<file path="config.mk">
export PLATFORM = sky130hd
export DESIGN_NAME = ifmap_row_unpacker
export DESIGN_NICKNAME = d
export VERILOG_FILES = /design/src/rtl/ifmap_pkt_pkg.sv /design/src/rtl/row_fifo2.sv /design/src/rtl/ifmap_row_unpacker.sv
export SDC_FILE = /design/constraint.sdc
export NUM_CORES = 1
export LEC_CHECK = 0
export CORE_MARGIN = 4
export CORE_UTILIZATION = 35
export CTS_CLUSTER_DIAMETER = 100
export DETAILED_ROUTE_END_ITERATION = 10
export GPL_ROUTABILITY_DRIVEN = 1
export HOLD_SLACK_MARGIN = 0.15
export SYNTH_ARGS = -nofsm -noshare
export SYNTH_HDL_FRONTEND = slang
export SYNTH_SLANG_ARGS = --single-unit
</file>
<file path="constraint.sdc">
create_clock -name clk -period 2.1 [get_ports clk]
set_clock_uncertainty 0.1 [all_clocks]
set_input_delay 0.315 -clock clk [delete_from_list [all_inputs] [get_ports clk]]
set_output_delay 0.315 -clock clk [all_outputs]
set_load 0.005 [all_outputs]
</file>
<file path="src/rtl/ifmap_pkt_pkg.sv">
// Shared definitions for the ifmap NoC packet receiver.
//   DATA_TYPE_IFMAP : packet type code carried by ifmap packets
//   ifmap_pkt_t     : field layout of a 32-bit ifmap packet
//   ifmap_state_e   : row reassembly FSM states
//   hdr_ok()        : header acceptance predicate for a given PE id
package ifmap_pkt_pkg;

    localparam logic [1:0]  DATA_TYPE_IFMAP = 2'b01;

    // dst[7:3] addresses the PE, dst[2:0] is the sub-row tag
    localparam int unsigned DST_PE_LSB = 3;
    localparam int unsigned TAG_W      = 3;
    localparam int unsigned PE_W       = 5;

    typedef struct packed {
        logic        rsvd;
        logic [1:0]  dtype;
        logic [7:0]  dst;
        logic [7:0]  seg;
        logic [12:0] payload;
    } ifmap_pkt_t;

    typedef enum logic {
        IDLE,
        WAIT_SEG1
    } ifmap_state_e;

    function automatic logic hdr_ok(input ifmap_pkt_t p, input logic [PE_W-1:0] pe_id);
        return (p.rsvd == 1'b0) && (p.dtype == DATA_TYPE_IFMAP) &&
               (p.dst[7:DST_PE_LSB] == pe_id) && (p.seg[7:1] == 7'd0);
    endfunction

endpackage

</file>
<file path="src/rtl/row_fifo2.sv">
// Two-entry in-order FIFO with the head held in its own register so the
// output data comes straight from a flop.
//   clk_i, rst_ni        : clock, synchronous active-low reset
//   in_valid_i/in_ready_o: write handshake (ready whenever not full)
//   in_data_i            : entry to write
//   out_valid_o/out_ready_i : read handshake
//   out_data_o           : head entry
module row_fifo2 #(
    parameter int unsigned DW = 28
) (
    input  logic          clk_i,
    input  logic          rst_ni,
    input  logic          in_valid_i,
    output logic          in_ready_o,
    input  logic [DW-1:0] in_data_i,
    output logic          out_valid_o,
    input  logic          out_ready_i,
    output logic [DW-1:0] out_data_o
);

    logic [DW-1:0] head_q, head_d;
    logic [DW-1:0] tail_q, tail_d;
    logic [1:0]    count_q, count_d;
    logic          push, pop;

    assign in_ready_o  = (count_q != 2'd2);
    assign out_valid_o = (count_q != 2'd0);
    assign out_data_o  = head_q;
    assign push        = in_valid_i && in_ready_o;
    assign pop         = out_valid_o && out_ready_i;

    always_comb begin
        head_d  = head_q;
        tail_d  = tail_q;
        count_d = count_q;
        case (count_q)
            2'd0: begin
                if (push) begin
                    head_d  = in_data_i;
                    count_d = 2'd1;
                end
            end
            2'd1: begin
                if (push && pop) begin
                    head_d = in_data_i;
                end else if (push) begin
                    tail_d  = in_data_i;
                    count_d = 2'd2;
                end else if (pop) begin
                    count_d = 2'd0;
                end
            end
            2'd2: begin
                // Not ready when full, so only a pop can happen here
                if (pop) begin
                    head_d  = tail_q;
                    count_d = 2'd1;
                end
            end
            default: count_d = 2'd0;
        endcase
    end

    always_ff @(posedge clk_i) begin
        if (!rst_ni) begin
            head_q  <= '0;
            tail_q  <= '0;
            count_q <= 2'd0;
        end else begin
            head_q  <= head_d;
            tail_q  <= tail_d;
            count_q <= count_d;
        end
    end

endmodule

</file>
<file path="src/rtl/ifmap_row_unpacker.sv">
// PE-side ifmap packet receiver: checks packet headers, rebuilds 25-bit rows
// from two segments and queues them in a 2-entry row FIFO.
//   clk, rst_n           : clock, synchronous active-low reset
//   pkt_valid/pkt_ready  : packet handshake from the router local port
//   pkt_data             : {rsvd, type, dst, seg, payload}
//   row_valid/row_ready  : row handshake toward the PE datapath
//   row_data, row_tag    : reassembled row and its sub-row index
//   rows_done            : rows popped, wrapping
//   err_cnt              : dropped/aborted packets, saturating
module ifmap_row_unpacker
    import ifmap_pkt_pkg::*;
#(
    parameter int unsigned PKT_W   = 32,
    parameter int unsigned SEG_W   = 13,
    parameter int unsigned WIDTH_I = 25,
    parameter logic [4:0]  PE_ID   = 5'd1,
    parameter int unsigned ERR_W   = 8
) (
    input  logic               clk,
    input  logic               rst_n,
    input  logic               pkt_valid,
    output logic               pkt_ready,
    input  logic [PKT_W-1:0]   pkt_data,
    output logic               row_valid,
    input  logic               row_ready,
    output logic [WIDTH_I-1:0] row_data,
    output logic [TAG_W-1:0]   row_tag,
    output logic [7:0]         rows_done,
    output logic [ERR_W-1:0]   err_cnt
);

    localparam int unsigned HiW    = WIDTH_I - SEG_W;
    localparam int unsigned FifoW  = TAG_W + WIDTH_I;

    ifmap_pkt_t   pkt;
    ifmap_state_e state_q, state_d;
    logic [SEG_W-1:0] low_q, low_d;
    logic [TAG_W-1:0] tag_q, tag_d;
    logic [ERR_W-1:0] err_q;
    logic [7:0]       rows_q;

    logic accept, hdr_good, is_seg0, tag_match;
    logic push, err_inc;
    logic fifo_in_ready;
    logic [FifoW-1:0] fifo_in, fifo_out;
    logic unused_payload_msb;

    assign pkt       = ifmap_pkt_t'(pkt_data);
    assign accept    = pkt_valid && pkt_ready;
    assign hdr_good  = hdr_ok(pkt, PE_ID);
    assign is_seg0   = (pkt.seg[0] == 1'b0);
    assign tag_match = (pkt.dst[TAG_W-1:0] == tag_q);

    // The top payload bit of segment 1 carries no row data
    assign unused_payload_msb = pkt.payload[SEG_W-1];

    // State register
    always_ff @(posedge clk) begin
        if (!rst_n) begin
            state_q <= IDLE;
            low_q   <= '0;
            tag_q   <= '0;
        end else begin
            state_q <= state_d;
            low_q   <= low_d;
            tag_q   <= tag_d;
        end
    end

    // Next-state logic
    always_comb begin
        state_d = state_q;
        low_d   = low_q;
        tag_d   = tag_q;
        if (accept && hdr_good) begin
            case (state_q)
                IDLE: begin
                    if (is_seg0) begin
                        low_d   = pkt.payload[SEG_W-1:0];
                        tag_d   = pkt.dst[TAG_W-1:0];
                        state_d = WAIT_SEG1;
                    end
                end
                WAIT_SEG1: begin
                    if (is_seg0) begin
                        // New seg 0 restarts the row; the old partial is lost
                        low_d = pkt.payload[SEG_W-1:0];
                        tag_d = pkt.dst[TAG_W-1:0];
                    end else if (tag_match) begin
                        state_d = IDLE;
                    end
                end
                default: state_d = IDLE;
            endcase
        end
    end

    // Outputs
    always_comb begin
        pkt_ready = !((state_q == WAIT_SEG1) && !fifo_in_ready);
        push      = 1'b0;
        err_inc   = 1'b0;
        if (accept) begin
            if (!hdr_good) begin
                err_inc = 1'b1;
            end else begin
                case (state_q)
                    IDLE:      err_inc = !is_seg0;
                    WAIT_SEG1: begin
                        if (is_seg0 || !tag_match) begin
                            err_inc = 1'b1;
                        end else begin
                            push = 1'b1;
                        end
                    end
                    default: err_inc = 1'b0;
                endcase
            end
        end
    end

    assign fifo_in = {tag_q, pkt.payload[HiW-1:0], low_q};

    row_fifo2 #(
        .DW (FifoW)
    ) u_row_fifo2 (
        .clk_i       (clk),
        .rst_ni      (rst_n),
        .in_valid_i  (push),
        .in_ready_o  (fifo_in_ready),
        .in_data_i   (fifo_in),
        .out_valid_o (row_valid),
        .out_ready_i (row_ready),
        .out_data_o  (fifo_out)
    );

    assign row_data = fifo_out[WIDTH_I-1:0];
    assign row_tag  = fifo_out[FifoW-1:WIDTH_I];

    always_ff @(posedge clk) begin
        if (!rst_n) begin
            err_q  <= '0;
            rows_q <= '0;
        end else begin
            if (err_inc && (err_q != {ERR_W{1'b1}})) begin
                err_q <= err_q + 1'b1;
            end
            if (row_valid && row_ready) begin
                rows_q <= rows_q + 8'd1;
            end
        end
    end

    assign err_cnt   = err_q;
    assign rows_done = rows_q;

endmodule

</file>
Word-level counts from Yosys, hierarchy flattened:

Cells that the tools add are included.

* bits of input ports: 36
* register bits after elaboration: 91

* equality and inequality tests: 12
* $add $sub $neg: 2
* reduce and logical (&&, ||, !) cells: 22
* multiplexer cells: 24
* bitwise logic cells: 4

Operator list (number)
* $mux 28: 3
* $pmux 28 s3: 1
* $add 8x1->8 const B: 2
* $mux 13: 1
* $logic_and 1x1->1: 10
* $mux 1: 10
* $mux 2: 5
* $ne 8x8->1 const B: 1
* $reduce_and 4->1: 2
* $logic_not 7->1: 1
* $ne 2x1->1 const B: 3
* $pmux 2 s3: 1
* $eq 5x1->1 const B: 1
* $eq 2x1->1 const B: 2
* $ne 2x2->1 const B: 2
* $not 1->1: 4
* $pmux 1 s2: 2
* $eq 3x3->1: 1
* $logic_not 1->1: 3
* $mux 3: 1
* $ne 3x1->1 const B: 1
* $reduce_and 3->1: 1
* $reduce_bool 3->1: 1
* $eq 2x2->1 const B: 1
* 4 further kinds: 4

Logic depth before layout (Yosys ltp):

Gate-level depths: netlist (run 1).

* depth after elaboration: 11
* depth in mapped cells: 7

Modules after synthesis:

From an unflattened synthesis (run 1), not the netlist that was laid out.

* cell total of the unflattened synthesis: 451
* area, all modules: 4251.6 sq um

By module, submodules not included
* row_fifo2: sequential area each 1161.1 sq um, instances 1, cells an instance 271, area each 2730.1 sq um
* ifmap_row_unpacker: sequential area each 660.6 sq um, instances 1, cells an instance 180, area each 1521.5 sq um

Worst setup path after synthesis (run 1):

OpenSTA, ideal clock, no wires.

* path kind: reg-to-reg
* start: reg tag_q[2]
* end: reg u_row_fifo2.count_q[0]
* buffers on the path: 0
* cell stages (with the launch flop): 6
* data arrival time: 1.825 ns
* library setup time: 0.120 ns
* required time: 1.880 ns
* slack: 0.055 ns
* cells stage by stage: dfxtp_1 > xor2_1 > or4_4 > or3_1 > mux2i_1 > o31a_1

* word-level cells in the longest chain between the ends: 11
* elaborated cells between the ends (all ways): 16
* those cells by class: eq/ne (4); mux (7); reduce/logical (5)

Ends and longest elaborated chain
* start: declaration: RTL line ifmap_row_unpacker.sv:38 `logic [TAG_W-1:0] tag_q, tag_d;`
* start signal: assignment: RTL line ifmap_row_unpacker.sv:66 `tag_q <= tag_d;`
* $eq 3x3->1 (*): RTL line ifmap_row_unpacker.sv:52 `assign tag_match = (pkt.dst[TAG_W-1:0] == tag_q);`
* $logic_not 1->1 (*): RTL line ifmap_row_unpacker.sv:110 `if (is_seg0 || !tag_match) begin`
* $logic_or 1x1->1 (*): RTL line ifmap_row_unpacker.sv:110
* $mux 1 (*): RTL line ifmap_row_unpacker.sv:110
* $mux 1 (*): RTL line ifmap_row_unpacker.sv:107 `case (state_q)`
* $mux 1 (*): RTL line ifmap_row_unpacker.sv:104 `if (!hdr_good) begin`
* $mux 1 (*): RTL line ifmap_row_unpacker.sv:103 `if (accept) begin`
* $logic_and 1x1->1 (*): RTL line row_fifo2.sv:29 `assign push = in_valid_i && in_ready_o;`
* $mux 2 / $logic_and 1x1->1 (equally long branches): RTL line row_fifo2.sv:46, row_fifo2.sv:44
* $mux 2 / $ne 2x2->1 (equally long branches)
* $pmux 2 s3 / $reduce_and 4->1 (equally long branches)
* end signal: assignment: RTL line row_fifo2.sv:72 `count_q <= count_d;`
* end: declaration: RTL line row_fifo2.sv:23 `logic [1:0] count_q, count_d;`

Mark *: on every way between the ends. The rest lies on a longest branch, timed or not. The select of a mux whose other input is x is not followed.
A chain may end at the register's enable or synchronous reset.

Final worst setup path (run 1):

* start: reg tag_q[1]
* end: reg u_row_fifo2.count_q[0]

The elaborated chain is that of the path after synthesis.

==> results of run 1 <==
## how the worst max path moves through the flow
stage | from | endpoint | slack [ps] | cells past startpoint
floorplan | tag_q[2] | u_row_fifo2.count_q[0] | 60 | 5
global placement | pkt_data[23] | u_row_fifo2.out_data_o[17] | -440 | 7
detailed placement | pkt_data[23] | u_row_fifo2.count_q[0] | -460 | 6
CTS | pkt_data[22] | u_row_fifo2.count_q[0] | -40 | 6
global route | tag_q[1] | u_row_fifo2.out_data_o[12] | -60 | 7
finish | tag_q[1] | u_row_fifo2.count_q[0] | 20 | 5
## metal layers
| metal | vias up | GRT usage [%] | routed length [um] |
|---|---|---|---|
| met5 | - | 0 | 0 |
| met4 | 0 | 4.640 | 89 |
| met3 | 8 | 4.804 | 620 |
| met2 | 71 | 26.62 | 5264 |
| met1 | 1676 | 19.78 | 5121 |
| li1 | 1699 | - | - |
## cell families (layout without fill, tap and decap cells)
logic type      Yosys count  count (layout)  synth area share [%]
compound gates          100             100                 16.53
xor+xnor                 11              11                 2.366
fa+ha+maj                 2               2                0.6143
buf+inv                  37             130                 5.806
flops                    91              91                 44.73
mux                      50              50                 12.29
simple gates            134             134                 17.67
## synthesized netlist by cell type, types with 2 or more instances
library cell  count  area, sq um
dfxtp_1          91         1822
mux2i_1          50        500.5
nand2_1          42        157.7
o21ai_1          31        155.2
nand3_1          30        150.1
o211a_1          28        280.3
o21ai_0          27        135.1
nor2b_1          19        118.9
clkbuf_1         15        56.30
buf_6             8        90.09
and2_1            7        43.79
nand4_1           6        37.54
xnor2_1           6        52.55
and3_1            5        31.28
nand2b_1          5        31.28
o21a_1            5        37.54
xor2_1            5        43.79
buf_2             4        20.02
a21oi_1           3        15.01
inv_1             3        11.26
nor2_1            3        11.26
nor3_1            3        15.01
or3_1             3        18.77
buf_4             2        15.01
buf_8             2        30.03
clkbuf_2          2        10.01
ha_1              2        25.02
nor4b_1           2        17.52
o31a_1            2        17.52
or2_2             2        12.51
## metrics by stage
step	cells	util, %
floorplan	425	-
global placement	637	44.46
detailed placement	637	44.46
CTS	658	48.28
global route	661	49.95
finish	661	49.95
## flip-flops by register name, indices dropped and copies added (netlist names)
register,flops
err_cnt,8
low_q,13
rows_done,8
state_q,1
tag_q,3
u_row_fifo2.count_q,2
u_row_fifo2.out_data_o,28
u_row_fifo2.tail_q,28
## what timing repair did
item | 4_1_cts | 5_1_grt
gates resized for setup | 15 | 47
pin swaps | 6 | 11
gates cloned | 3 | 3
hold buffers | 0 | 0
setup buffers | 2 | 1
setup endpoints to repair | 62 | 58
## where the power goes
part | leakage (nW) | switching, mW | internal, mW | total (mW)
logic | 1.67 | 0.0843 | 0.101 | 0.186
clock network | 0.141 | 0.689 | 0.918 | 1.61
registers | 0.733 | 0.00475 | 1.73 | 1.73
## worst max-delay path, delay by kind of cell (launching register included)
kind,cells,cell delay (ps)
and+or+nand+nor,2,1010
xor gates and xnor gates,1,180
muxes,1,120
AOI/OAI and AO/OA,1,230
DFF,1,330
## cell usage in the layout (no fill, tap or decap), types with 11 or more instances in the layout
cell             instances
o21ai_0                 11
nand2_1                 42
clkdlybuf4s50_1         75
o211a_1                 28
dfxtp_1                 90
clkbuf_16               12
o21ai_1                 29
nor2b_1                 19
o21ai_2                 15
buf_4                   15
mux2i_1                 50
nand3_1                 30
## layout make-up
class / count / share of cell area [%]
sequential: 91 / 31.97
clock buffer: 9 / 3.949
timing repair buffer: 111 / 21.61
multi-input combinational: 297 / 37.93
clock inverter: 7 / 1.207
inverter: 3 / 0.1975
tap: 143 / 3.137
==> summary.txt, run 1 <==
Placement
  • GPL Wtd Cong: 0.8614
  • Dpl cell area: 5076 sq um
  • DPL Wire Length: 6792 um
  • Post-place setup slack: -457.6 ps
  • I/O Buffers: 81

Synth
  • Synth Area per Inst: 9.583 sq um
  • Synth warn: 0
  • Sequential share of the synthesized area: 44.73%
  • Syn Nets: 463
  • Asr flop ratio synth: 0%
  • Synth Flop Type: dfxtp_1
  • Synth cell types: 42
  • Post-synth EDFFs: 0
  • Mapped Area: 4073 sq um
  • Post-Syn Instances: 425
  • #FFs+latches synth: 91

STA
  • Worst-Margin Slew: 513.5 ps
  • RSZ-0062 raised after global routing: yes
  • Final Setup Violations: 0
  • Tmin final: 2078 ps
  • Max-slew violation count: 0
  • Hold Vio Cnt, Final: 0
  • Final WS setup: 21.62 ps
  • Period utilisation layout: 98.97%
  • TNS Setup: 0 ps
  • Final hold slack: 239.1 ps
  • Slew headroom: 65.33%
  • Fmax: 0.4811 GHz

Clock network
  • Clock transition at the registers of the reported paths: 60 ps
  • Worst-skew pair later-pin latency: 340 ps
  • CTS tree: yes
  • Clock Sinks: 91
  • CTS max path bufs: 2
  • TritonCTS Buffers: 9
  • CTS root buffer: clkbuf_16
  • CTS H-tree depth: 3

Critical path
  • CP max stage delay: 590 ps
  • CP Data Required Time: 2230 ps
  • Nature of the critical path endpoint: flop
  • Max FO, Critical Path: 3
  • Worst r2r src: tag_q[1]
  • Slowest stage cell on the critical path: or4_4
  • CP Class: flop to flop
  • CP Cell Sequence: xor2_2, or4_4, or3_4, mux2i_1, o31a_1
  • R2r endpoint: u_row_fifo2.count_q[0]
  • Critical Path AT: 2210 ps
  • R2R setup slack: 20 ps
  • Worst reg2reg path depth: 5
  • CP startpoint kind: flop

GRT
  • Pin count of the biggest net entering global routing: 50
  • Vias in the first global route: 3,370
  • Grt total ovfl: 0
  • Initial antenna violation count: 0
  • First-pass GRT wire length: 16,720 um
  • GRT Util Overall: 15.89%

Die
  • Row count: 39
  • Die W: 115.9 um
  • Io pins: 82
  • Core Box Area: 11,420 sq um
  • Area of the die: 13,430 sq um
  • Die Y: 115.9 um
  • Initial core utilization: 35.67%

Hold path
  • Hold crit path type: primary input to flop
  • Min-delay src: pkt_data[21]
  • WHS Path Cells: 3
  • Hold Path End: tag_q[0]

Layout
  • Nets: 551
  • Ant diodes: 0
  • Share of cells above drive strength 1: 15.44%
  • Design area: 5703 sq um
  • Area grow syn2layout: 40.03%
  • Area of the multi-input gates: 2163 sq um
  • Filler instances: 1,062
  • FF+latch area: 1823 sq um

Power and ir drop
  • Final Power: 3.526 mW
  • Pleak: 2.548 nW
  • Power Density: 618.3 nW/um^2
  • VDD IR-drop max: 0.3739 mV

Drt
  • Vias: 3,454
  • Vias/cell: 5.225
  • Initial DRC count: 176
  • Final ANT Viol Nets: 0
  • Pre-antenna DRT Iters: 4
  • DR WL/cell: 16.79 um
  • Total Wirelength: 11,100 um
  • Drc violations: 0

Job
  • Maxcap violations: 0

Run status
  • Status: complete, no violations
(Power assumes the default switching activity.)
==> inputs of run 2 (changes only) <==
--- a/config.mk
+++ b/config.mk
@@ -6,7 +6,7 @@
 export NUM_CORES = 1
 export LEC_CHECK = 0
 export CORE_MARGIN = 4
-export CORE_UTILIZATION = 35
+export CORE_UTILIZATION = 30
 export CTS_CLUSTER_DIAMETER = 100
 export DETAILED_ROUTE_END_ITERATION = 10
 export GPL_ROUTABILITY_DRIVEN = 1
==> run 2 against run 1 <==
Net effect: clock power shrank 2%; setup slack got worse by 8.6 ps; critical path type unchanged; cell count is 5.3% higher; flip-flop and latch count unchanged; combinational power is 2% lower; count of clock-buffer cells in the layout increased by 3; power decreased by 1.1%; cell area fell by 1.9%.
==> summary.txt, run 2 (synthesis results as in run 1) <==
GRT
  • Pin count of the biggest net entering global routing: 124 (+150%)
  • GRT Util Overall: 13.54% (-2.3 points)
  • First-pass GRT wire length: 17,040 um (+1.9%)
  • Vias in the first global route: 3,183 (-5.5%)
  • Initial antenna violation count: 0 (unchanged)
  • GRT met3 Usage: 4.889% (+0.084 points)
  • Grt total ovfl: 0 (unchanged)
  • GRT Max-Usage Layer: met2
  • Global-route track usage on met1: 17.73% (-2.1 points)
  • Met2 Use GR: 21.25% (-5.4 points)

Drt
  • Final ANT Viol Nets: 0 (unchanged)
  • Pre-antenna DRT Iters: 4 (unchanged)
  • Vias: 3,428 (-0.75%)
  • Drc violations: 0 (unchanged)
  • Total Wirelength: 11,020 um (-0.69%)
  • DR WL/cell: 15.83 um (-5.7%)
  • Initial DRC count: 276 (+57%)
  • Vias/cell: 4.925 (-5.7%)

Job
  • Maxcap violations: 0 (unchanged)

STA
  • Slew headroom: 62.58% (-2.8 points)
  • Tmin final: 2087 ps (+8.624 ps)
  • Final WS setup: 13.00 ps (-8.624 ps)
  • Hold Vio Cnt, Final: 0 (unchanged)
  • RSZ-0062 raised after global routing: yes
  • TNS Setup: 0 ps (unchanged)
  • Max-slew violation count: 0 (unchanged)
  • Fmax: 0.4792 GHz (-0.41%)
  • Final Setup Violations: 0 (unchanged)
  • Period utilisation layout: 99.38% (+0.41 points)
  • Worst-Margin Slew: 554.3 ps (+40.81 ps)
  • Final hold slack: 347.2 ps (+108.1 ps)

Power and ir drop
  • Pleak: 2.561 nW (+0.51%)
  • Combinational share of power: 5.2% (about the same)
  • Sw power: 0.7812 mW (+0.45%)
  • Power Density: 622.9 nW/um^2 (+0.73%)
  • Sequential share of power: 49.8% (+0.6 points)
  • Clock power share: 45.0% (-0.6 points)
  • Sw Ratio: 22.41% (+0.36 points)
  • Cell-internal power: 2.705 mW (-1.6%)
  • VDD IR-drop max: 0.4106 mV (+9.8%)

Placement
  • GPL Wtd Cong: 0.8208 (-4.7%)
  • I/O Buffers: 81 (unchanged)
  • Dpl cell area: 5120 sq um (+0.86%)
  • Post-place setup slack: -509.5 ps (-51.89 ps)
  • DPL Wire Length: 7159 um (+5.4%)

Critical path
  • Most used cell, CP: buf_6
  • R2R setup slack: 10 ps (about the same)
  • Cell family with most CP delay: simple AND/OR/NAND/NOR gates
  • CP Data Required Time: 2270 ps (+40 ps)
  • Nature of the critical path endpoint: flop
  • Max FO, Critical Path: 13 (+10)
  • CP startpoint kind: flop
  • CP max stage delay: 570 ps (-20 ps)
  • CP Class: flop to flop
  • Slowest stage cell on the critical path: or4_4
  • Worst Path Buf+Inv: 2 (+2)
  • CP Cell Sequence: xor2_2, or4_4, nor4_4, buf_6, buf_6, nand3_1, o21ai_0
  • Critical Path AT: 2250 ps (+40 ps)

Clock network
  • Clock transition at the registers of the reported paths: 70 ps (about the same)
  • Clock Sinks: 91 (unchanged)
  • CTS max path bufs: 2 (unchanged)
  • TritonCTS Buffers: 9 (unchanged)
  • # hold bufs at CTS: 0 (unchanged)
  • CTS tree: yes
  • Worst-skew pair later-pin latency: 340 ps (about the same)
  • CTS root buffer: clkbuf_16
  • CTS H-tree depth: 3 (unchanged)

Die
  • Die Y: 124.5 um (+7.5%)
  • Area of the die: 15,500 sq um (+15%)
  • Core Box Area: 13,240 sq um (+16%)
  • Row count: 42 (+7.7%)
  • Io pins: 82 (unchanged)
  • Die W: 124.5 um (+7.5%)
  • Initial core utilization: 30.75% (-4.9 points)

Layout
  • Share of cells above drive strength 1: 12.12% (-3.3 points)
  • Design area: 5597 sq um (-1.9%)
  • Ant diodes: 0 (unchanged)
  • Nets: 553 (+0.36%)
  • Most frequent cells in the layout: 89 x dfxtp_1, 71 x clkdlybuf4s50_1, 50 x mux2i_1, 42 x nand2_1, 36 x o21ai_1
  • Commonest non-fill, non-tap cell in the layout: dfxtp_1
  • Final Core Density: 42.26% (-7.7 points)
  • Area grow syn2layout: 37.42%

Hold path
  • Hold crit path type: flop to flop

Run status
  • Status: complete, no violations
run 2: cell count changes in the layout (fill, tap and decap cells not counted), moves of 4 or more:
cell	before	now
o21ai_1	29	36
o21ai_2	15	0
clkdlybuf4s50_1	75	71
o21ai_0	11	22
run 2: what timing repair did:
item                                    4_1_cts  5_1_grt
endpoints found under the setup margin       64       65
pin swaps                                     6       10
gates cloned                                  1        3
setup buffers                                 0        4
gates resized for setup                      13       23
run 2: worst paths after layout:
check / from / endpoint / cells after the start
max: tag_q[1] / u_row_fifo2.tail_q[0] / 7
max reg2reg: tag_q[1] / u_row_fifo2.tail_q[0] / 7
min reg2reg: u_row_fifo2.tail_q[1] / u_row_fifo2.tail_q[1] / 2
min: u_row_fifo2.tail_q[1] / u_row_fifo2.tail_q[1] / 2
run 2: stage by stage:
step / total power [mW] / instances
after CTS: 3.532 / 689
after floorplan: 1.838 / 425
after global placement: 1.949 / 672
after detailed placement: 1.953 / 672
after global routing: 3.627 / 696
final: 3.486 / 696
run 2: worst reg2reg max path, stage by stage, from the launching register on:
cell	delay (ps)
dfxtp_2	330
xor2_2	180
or4_4	570
nor4_4	300
buf_6	170
buf_6	160
nand3_1	100
o21ai_0	110
run 2: metal layers:
layer | up-vias | part of all wire, %
met5 | - | 0
met4 | 0 | 1.2
met3 | 10 | 4.7
met1 | 1631 | 49
met2 | 93 | 45
li1 | 1694 | -
run 2: cell type report:
cell class | count | area, sq um
clock buffer | 12 | 256.5
clock inverter | 4 | 31.28
fill | 1304 | 7646
inverter | 3 | 11.26
multi-input combinational | 297 | 2074
sequential | 91 | 1824
tap | 176 | 220.2
timing repair buffer | 113 | 1179
run 2: power by group through the flow:
stage          Clock (mW)  Sequential, mW  Combinational [mW]
2_1_floorplan           0            1.77              0.0650
3_3_place_gp            0            1.77               0.176
3_5_place_dp            0            1.77               0.179
4_1_cts              1.62            1.73               0.180
5_1_grt              1.70            1.73               0.197
6_report             1.57            1.73               0.182
